### src/rtl/frac_div_pkg.sv
// Shared defaults and config validation for the fractional clock-enable divider.
package frac_div_pkg;

  localparam int unsigned WIDTH_DEF = 8;
  localparam int unsigned M_RST_DEF = 7;
  localparam int unsigned N_RST_DEF = 3;

  // A ratio is usable only when 0 < n <= m; callers zero-extend to 32 bits.
  function automatic logic cfg_valid(input logic [31:0] m, input logic [31:0] n);
    return (n != 32'd0) && (n <= m);
  endfunction

endpackage

### src/rtl/frac_div_acc.sv
// Bresenham phase accumulator producing the clk_en pulse and the clock-shaped output.
module frac_div_acc
  import frac_div_pkg::*;
#(
  parameter int unsigned WIDTH = WIDTH_DEF
) (
  input  logic             clk,
  input  logic             rst,
  input  logic             clr,
  input  logic             step,
  input  logic [WIDTH-1:0] m,
  input  logic [WIDTH-1:0] n,
  output logic             clk_en,
  output logic             clk_out
);

  logic [WIDTH-1:0] acc;
  logic [WIDTH-1:0] acc_nxt;
  logic [WIDTH:0]   sum;
  logic             hit;
  logic             out_nxt;

  // One extra bit keeps acc + n and 2*acc_nxt free of overflow.
  always_comb begin
    sum     = {1'b0, acc} + {1'b0, n};
    hit     = (sum >= {1'b0, m});
    acc_nxt = hit ? WIDTH'(sum - {1'b0, m}) : WIDTH'(sum);
    out_nxt = ({acc_nxt, 1'b0} < {1'b0, m});
  end

  always_ff @(posedge clk) begin
    if (rst) begin
      acc     <= '0;
      clk_en  <= 1'b0;
      clk_out <= 1'b0;
    end else if (clr) begin
      acc    <= '0;
      clk_en <= 1'b0;
    end else if (step) begin
      acc     <= acc_nxt;
      clk_en  <= hit;
      clk_out <= out_nxt;
    end else begin
      clk_en <= 1'b0;
    end
  end

endmodule

### src/rtl/frac_clk_div.sv
// Runtime-programmable fractional clock-enable generator: N evenly spread pulses per M-cycle frame.
module frac_clk_div
  import frac_div_pkg::*;
#(
  parameter int unsigned WIDTH = WIDTH_DEF,
  parameter int unsigned M_RST = M_RST_DEF,
  parameter int unsigned N_RST = N_RST_DEF
) (
  input  logic             clk,
  input  logic             rst,
  input  logic             enable,
  input  logic             cfg_load,
  input  logic [WIDTH-1:0] cfg_m,
  input  logic [WIDTH-1:0] cfg_n,
  output logic             clk_en,
  output logic             clk_out,
  output logic             frame_start,
  output logic             cfg_err
);

  logic [WIDTH-1:0] m_reg;
  logic [WIDTH-1:0] n_reg;
  logic [WIDTH-1:0] frame_cnt;
  logic             load_ok;
  logic             step;

  // A valid load takes priority over accumulation in the same cycle.
  assign load_ok = cfg_load && cfg_valid(32'(cfg_m), 32'(cfg_n));
  assign step    = enable && !load_ok;

  always_ff @(posedge clk) begin
    if (rst) begin
      m_reg       <= WIDTH'(M_RST);
      n_reg       <= WIDTH'(N_RST);
      frame_cnt   <= '0;
      frame_start <= 1'b0;
      cfg_err     <= 1'b0;
    end else begin
      if (load_ok) begin
        m_reg     <= cfg_m;
        n_reg     <= cfg_n;
        frame_cnt <= '0;
        cfg_err   <= 1'b0;
      end else if (cfg_load) begin
        cfg_err <= 1'b1;
      end
      frame_start <= step && (frame_cnt == '0);
      if (step) begin
        frame_cnt <= (frame_cnt == m_reg - WIDTH'(1)) ? '0 : frame_cnt + WIDTH'(1);
      end
    end
  end

  frac_div_acc #(
    .WIDTH (WIDTH)
  ) u_acc (
    .clk     (clk),
    .rst     (rst),
    .clr     (load_ok),
    .step    (step),
    .m       (m_reg),
    .n       (n_reg),
    .clk_en  (clk_en),
    .clk_out (clk_out)
  );

endmodule

### config.mk
export PLATFORM = sky130hd
export DESIGN_NAME = frac_clk_div
export DESIGN_NICKNAME = d
export VERILOG_FILES = /design/src/rtl/frac_div_pkg.sv /design/src/rtl/frac_div_acc.sv /design/src/rtl/frac_clk_div.sv
export SDC_FILE = /design/constraint.sdc
export NUM_CORES = 1
export LEC_CHECK = 0
export ABC_AREA = 1
export BUFFER_PORTS_ARGS = -buffer_cell sky130_fd_sc_hd__buf_2
export CAP_MARGIN = 20
export CORE_MARGIN = 3
export CORE_UTILIZATION = 43
export CTS_CLUSTER_DIAMETER = 50
export DETAILED_ROUTE_END_ITERATION = 10
export GPL_ROUTABILITY_DRIVEN = 1
export PLACE_DENSITY = 0.68
export SETUP_SLACK_MARGIN = 0.05
export SLEW_MARGIN = 25
export SYNTH_ARGS = -nofsm -noshare
export SYNTH_HDL_FRONTEND = slang
export SYNTH_SLANG_ARGS = --single-unit
### constraint.sdc
create_clock -name clk -period 6.4 [get_ports clk]
set_input_delay 0 -clock clk [delete_from_list [all_inputs] [get_ports clk]]
set_output_delay 0 -clock clk [all_outputs]
set_load 0.005 [all_outputs]
==> run_results.csv, run 1 <==
group,metric,value,unit
timing,finalSetupViolCount,0,
synth,yosysTopAreaCell,"dfxtp_1",
grt,grt_first_pass_wirelength,11.3,mm
routing,vias_per_cell,5.11,
floorplan,die_h,87.7,um
cells_and_area,diodes,0,
pwr,p_per_area,347,nW/um^2
timing,hold_viol,0,
timing,fin_skew,0.00631,ns
clock_tree,htreeDepth,2,
synth,synth.area.top_cells,"dfxtp_1 (25%), ha_1 (15%), nand2_1 (11%), nor2_1 (6.5%), inv_1 (6.3%)",
synth,ys_seq_area_share,25.1,%
routing,avgRoutedWirePerCell,13.2,um
setup_path,crit_required,6.63,ns
cells_and_area,fillers,632,
run,drv_cap,0,
timing,slew_violations,0,
clock_tree,cts_buffer_depth,2,
setup_path,cp-end-kind,"register",
setup_path,reg2reg_from,"n_reg[0]$_SDFFE_PP1P_",
grt,top_usage_layer,"met2",
clock_tree,cts_buffers,5,
pwr,p_total,1120,uW
routing,via_count,2630,
routing,dr.first_iter.drc_count,147,
floorplan,die_w,87.7,um
timing,slew_headroom,56.9,%
floorplan,core_region_area,6420,um^2
cells_and_area,layout-drive-gt1-share,13.7,%
setup_path,critPathSlowestCell,"fa_1",
timing,min_period,3.83,ns
cells_and_area,area_growth,11.9,%
clock_tree,clk_pin_slew,0.08,ns
clock_tree,cts_resized,0,
setup_path,crit_start,"n_reg[0]$_SDFFE_PP1P_",
routing,dr.pass1.iters,4,
timing,fmax,0.261,GHz
synth,async_flop_share,0,%
worst_hold_path,min_path_type,"input pin to register",
placement,portBuffers,23,
floorplan,start_util,44.7,%
synth,synth_edf_count,0,
setup_path,crit_type,"register to register",
grt,grt_antenna_before_repair,0,
clock_tree,insertion_delay,0.29,ns
grt,grtUsageTotal,18.5,%
placement,place.gp.congestion,0.843,
synth,synth.avg_cell_area,6.95,um^2
timing,rsz0062_at_grt,"false",
clock_tree,numClockSinks,36,
grt,grt_use_met2,30.4,%
grt,grt_pass1_vias,2490,
timing,tightestPinTransition,0.644,ns
floorplan,io_pins,24,
floorplan,dieArea,7690,um^2
clock_tree,cts_tree,"yes",
setup_path,critical-path-max-stage-delay,0.41,ns
synth,syn_inst,413,
synth,synth_nets,469,
worst_hold_path,worstHoldStart,"cfg_n[2]",
synth,yosys_warnings,0,
grt,grt_use_met1,24.8,%
grt,grt_overflow,0,
routing,drc,0,
timing,fin_crit_sh,59.8,%
synth,ys_types,35,
pwr,power.leakage,0.00161,uW
setup_path,crit_top_cell,"nand2_1",
cells_and_area,nNetsFinal,493,
setup_path,cp_max_fo,13,
synth,ys_ff_latch,36,
setup_path,arrival,4.05,ns
routing,routed_wl,6.81,mm
grt,grt_util_met3,2.92,%
grt,grt_max_degree,26,
placement,place.detailed.hpwl,5.48,mm
floorplan,rows,29,
routing,antenna_left,0,
timing,finalSetupTns,0,ns
synth,ys.flop_type,"dfxtp_1",
synth,syn_area,2870,um^2
pwr,peakVddDrop,0.149,mV
clock_tree,cts_root_buf,"clkbuf_8",
synth,yosys.area.top_type_share,25.1,%
outcome,status,"complete, no violations",
setup_path,worstSetupStartpointType,"register",
==> synth_stat cells, types with 2 or more instances <==
master / instances
nand3_1: 24
nor2_2: 4
buf_2: 3
dfxtp_1: 36
nand2_1: 86
ha_1: 34
a31oi_1: 2
nor2_4: 2
o21ai_4: 2
a21oi_1: 27
xnor2_1: 6
nor2_1: 50
nor3_1: 4
inv_1: 48
clkbuf_1: 4
nand2_2: 7
o211ai_1: 5
xor2_1: 17
o21ai_2: 6
o21bai_1: 2
fa_1: 2
o21ai_0: 20
inv_2: 6
nand4_1: 5
==> worst paths after layout <==
path | depth (start not counted) | to | slack (ns)
hold / removal | 3 | n_reg[2]$_SDFFE_PP0P_ | 0.01
setup / recovery | 29 | u_acc.clk_out$_SDFFE_PP0P_ | 2.57
hold reg to reg | 1 | cfg_err$_SDFFE_PP0P_ | 0.49
setup reg to reg | 29 | u_acc.clk_out$_SDFFE_PP0P_ | 2.57
==> metal layers <==
metal	wire length (um)	up-vias	part of all wire (%)
li1	-	1383	-
met1	3290	1181	48
met2	3150	55	46
met3	258	11	3.8
met4	104	0	1.5
met5	0	-	0
==> where the power goes <==
part | internal, uW | total (uW) | switching (uW) | leakage (uW)
clock network | 195 | 280 | 85.1 | 0.0000784
registers | 247 | 266 | 18.8 | 0.000296
logic | 216 | 570 | 354 | 0.00123
total | 658 | 1120 | 458 | 0.00161
==> through the flow <==
step	area, um^2	util [%]	setup slack (ns)	std cells	hold slack (ns)
after floorplan	2870	-	2.87	413	0.0793
final	3210	50.0	2.57	515	0.0104
after detailed placement	3030	47.1	2.62	504	0.238
after global routing	3210	50.0	2.14	515	0.0410
after global placement	3030	47.1	2.72	504	0.228
after CTS	3210	50.0	2.59	515	0.0113
==> layout make-up <==
class,count,area (um^2),share of cell area (%)
Clock inverter,3,90.1,2.80
Tap cell,77,96.3,3.00
Sequential cell,36,721,22.4
Multi-Input combinational cell,313,1880,58.6
Inverter,55,209,6.50
Timing Repair Buffer,26,145,4.52
Clock buffer,5,68.8,2.14
==> layout by cell type (no fill, tap or decap), drive strengths merged <==
| master | Yosys | layout |
|---|---|---|
| inv | 55 | 55 |
| nor3b | 1 | 1 |
| fa | 2 | 2 |
| nor4 | 1 | 1 |
| nor2 | 56 | 56 |
| nor3 | 4 | 4 |
| a21o | 1 | 1 |
| nand3b | 1 | 1 |
| a21oi | 27 | 27 |
| o21a | 1 | 1 |
| bufinv | 0 | 3 |
| xor2 | 17 | 17 |
| nand2 | 94 | 94 |
| and2 | 1 | 1 |
| nand4 | 5 | 5 |
| o21ai | 29 | 29 |
| buf | 5 | 23 |
| nand3 | 24 | 24 |
| dlygate4sd3 | 0 | 3 |
| o21bai | 2 | 2 |
| ha | 34 | 34 |
| o211ai | 5 | 5 |
| dfxtp | 36 | 36 |
| a31oi | 2 | 2 |
| clkbuf | 4 | 5 |
| xnor2 | 6 | 6 |
==> kinds of logic (layout without fill, tap and decap cells) <==
kind of cell | count (synthesis) | after routing | synth area share [%]
adders and majority gates | 36 | 36 | 16.2
xor gates and xnor gates | 23 | 23 | 7.02
buffers and inverters | 64 | 89 | 9.28
AOI/OAI and AO/OA | 67 | 67 | 14.1
and+or+nand+nor | 187 | 187 | 28.3
DFF | 36 | 36 | 25.1
==> critical path: cells and delay by family, from the launching register on <==
| family | cells | cell delay (ns) |
|---|---|---|
| adder cells (fa/ha/maj) | 4 | 1.20 |
| AND/OR/NAND/NOR | 15 | 1.08 |
| AO/OA/AOI/OAI | 5 | 0.56 |
| buffers and inverters | 4 | 0.36 |
| flip-flops | 1 | 0.32 |
| XOR/XNOR | 1 | 0.22 |
==> repair_timing <==
| action | 4_1_cts | 5_1_grt |
|---|---|---|
| hold buffers | 3 | 0 |
| endpoints found under the hold margin | 3 | 0 |
| buffers inserted | 0 | 0 |
Power figures use the tool's default switching activity.
==> run 2, diff against run 1 <==
ABC_AREA = 0   (was 1)
PLACE_DENSITY = 0.7   (was 0.68)
clock period = 3.1 ns   (was 6.4 ns; I/O delays follow)
==> run_results.csv, run 2 <==
group,metric,value,unit
synth,ys.flop_type,"dfxtp_1",
routing,routed_wl,8.37,mm
grt,grt_use_met1,30.0,%
synth,yosysTopAreaCell,"dfxtp_1",
synth,ys_types,57,
routing,via_count,2846,
grt,grt_first_pass_wirelength,14.1,mm
routing,dr.first_iter.drc_count,128,
synth,synth_most_common_cell,"dfxtp_1",
synth,syn_inst,339,
synth,syn_area,2910,um^2
timing,slew_violations,0,
grt,grt_max_degree,26,
timing,finalSetupViolCount,9,
placement,post-place-ws,-0.978,ns
pwr,power.leakage,0.00189,uW
timing,fin_skew,0.00602,ns
clock_tree,clk_pin_slew,0.08,ns
setup_path,arrival,4.31,ns
floorplan,dieArea,7800,um^2
grt,top_usage_layer,"met2",
synth,synth.area.top_cells,"dfxtp_1 (25%), ha_1 (15%), xnor2_1 (3.9%), mux2i_1 (3.8%), nor2_1 (3.3%)",
clock_tree,numClockSinks,36,
outcome,status,"finished with violations",
placement,portBuffers,23,
routing,dr.pass1.iters,4,
cells_and_area,layout_commonest_cell,"buf_4",
setup_path,cp-end-kind,"register",
grt,grt_overflow,0,
routing,avgRoutedWirePerCell,16.4,um
timing,fin_crit_sh,131,%
worst_hold_path,min_path_type,"input pin to register",
clock_tree,cts_root_buf,"clkbuf_8",
cells_and_area,regArea,724,um^2
pwr,p_per_area,819,nW/um^2
timing,min_period,4.07,ns
grt,grt_use_met2,39.2,%
placement,place.gp.congestion,0.966,
grt,grt_pass1_vias,2956,
routing,antenna_left,0,
routing,vias_per_cell,5.57,
timing,setup_ws,-0.971,ns
grt,grt_util_met3,2.98,%
synth,synth.avg_cell_area,8.60,um^2
timing,slew_headroom,39.4,%
pwr,p_total,3300,uW
cells_and_area,fillers,541,
clock_tree,insertion_delay,0.29,ns
synth,ys_seq_area_share,24.7,%
synth,synth_edf_count,0,
floorplan,die_h,88.3,um
timing,tightestPinTransition,0.907,ns
floorplan,core_region_area,6460,um^2
placement,place.detailed.hpwl,6.20,mm
clock_tree,htreeDepth,2,
synth,yosys_warnings,0,
cells_and_area,fin_util,62.3,%
synth,synth_nets,395,
setup_path,crit_type,"register to register",
routing,drc,0,
clock_tree,cts_tree,"yes",
synth,ys_ff_latch,36,
outcome,violations,"setup timing",
synth,yosys.area.top_type_share,24.7,%
setup_path,worstSetupStartpointType,"register",
setup_path,cp_max_fo,8,
timing,hold_viol,0,
cells_and_area,nNetsFinal,489,
floorplan,start_util,45.1,%
pwr,peakVddDrop,0.483,mV
floorplan,rows,29,
timing,rsz0062_at_grt,"true",
grt,grt_antenna_before_repair,0,
cells_and_area,multi_input_area,2270,um^2
clock_tree,cts_buffers,5,
floorplan,die_w,88.3,um
timing,fmax,0.246,GHz
clock_tree,cts_buffer_depth,2,
cells_and_area,final_cell_mix,"buf_4 (60), dfxtp_1 (33), ha_1 (28), nor2_1 (25), inv_1 (24)",
grt,grtUsageTotal,23.1,%
cells_and_area,area_growth,38.1,%
floorplan,io_pins,24,
run,drv_cap,0,
cells_and_area,layout-drive-gt1-share,34.3,%
synth,synthTopCellsByCount,"dfxtp_1 (36), ha_1 (34), nor2_1 (26), inv_1 (24)",
synth,async_flop_share,0,%
setup_path,crit_required,3.34,ns
cells_and_area,diodes,0,
-- run 2: worst paths after layout --
| path | startpoint | endpoint | slack [ns] | depth (start not counted) |
|---|---|---|---|---|
| max reg2reg | u_acc.acc[0]$_SDFFE_PP0P_ | u_acc.clk_out$_SDFFE_PP0P_ | -0.97 | 17 |
| min reg2reg | n_reg[0]$_SDFFE_PP1P_ | n_reg[0]$_SDFFE_PP1P_ | 0.49 | 1 |
| max | u_acc.acc[0]$_SDFFE_PP0P_ | u_acc.clk_out$_SDFFE_PP0P_ | -0.97 | 17 |
| min | cfg_n[3] | n_reg[3]$_SDFFE_PP0P_ | 0.01 | 3 |
-- run 2: per-stage QoR --
stage / hold WS, ns / area (um^2) / setup TNS (ns) / std cells
floorplan: 0.116 / 3000 / -0.975 / 339
global placement: 0.222 / 3580 / -2.61 / 486
detailed placement: 0.240 / 3580 / -3.48 / 486
CTS: 0.00802 / 3890 / -3.17 / 507
global route: 0.0168 / 4030 / -4.72 / 511
finish: 0.0100 / 4030 / -3.22 / 511
-- run 2: area by class of cell --
class / count / area share (%)
multi-input cells: 268 / 56.3
flip-flops and latches: 36 / 18.0
repair buffers: 98 / 17.9
clock buffers: 7 / 2.39
well taps: 77 / 2.39
inverters: 24 / 2.24
clock inverters: 1 / 0.746
-- run 2: where the power goes --
group          leakage, uW  internal, uW  total (uW)  switching, uW
combinational      0.00153          1200        2280           1070
sequential        0.000295           516         554           37.7
clock            0.0000645           284         464            180
total              0.00189          2000        3300           1290
-- run 2: repair_timing --
item                                    in CTS  in global routing
hold buffers                                11                  0
resized for setup                           12                 20
pin swaps                                    5                  9
gates cloned                                 0                  0
endpoints found under the setup margin      10                 10
hold endpoints to repair                    11                  0
buffers inserted                             2                  4
-- run 2: logic make-up (layout without fill, tap and decap cells) --
kind of cell	after synthesis	in the layout	share of synthesized area, %
buf+inv	35	130	5.32
simple gates	111	111	20.3
compound gates	90	90	23.5
flops	36	36	24.7
xor+xnor	18	18	5.41
mux	13	13	4.81
fa+ha+maj	36	36	16.0
-- run 2: metal layers --
layer / up-vias / share of wire, % / routed length (um)
li1: 1431 / - / -
met1: 1348 / 47 / 3900
met2: 48 / 48 / 4020
met3: 19 / 2.8 / 233
met4: 0 / 2.6 / 218
met5: - / 0 / 0
-- run 2: critical path, cell delays in order, from the launching register on --
cell       delay (ns)
dfxtp_2          0.34
ha_4             0.17
fa_2             0.43
a211oi_4         0.27
o21bai_1         0.11
a21oi_2          0.19
xnor2_2          0.17
ha_4             0.27
a2111oi_4        0.43
a211oi_4         0.12
nand2b_4         0.21
mux2_4           0.34
ha_4             0.22
o21ai_2          0.13
nand2b_1         0.07
a31o_2           0.20
a211oi_2         0.17
a41o_1           0.18
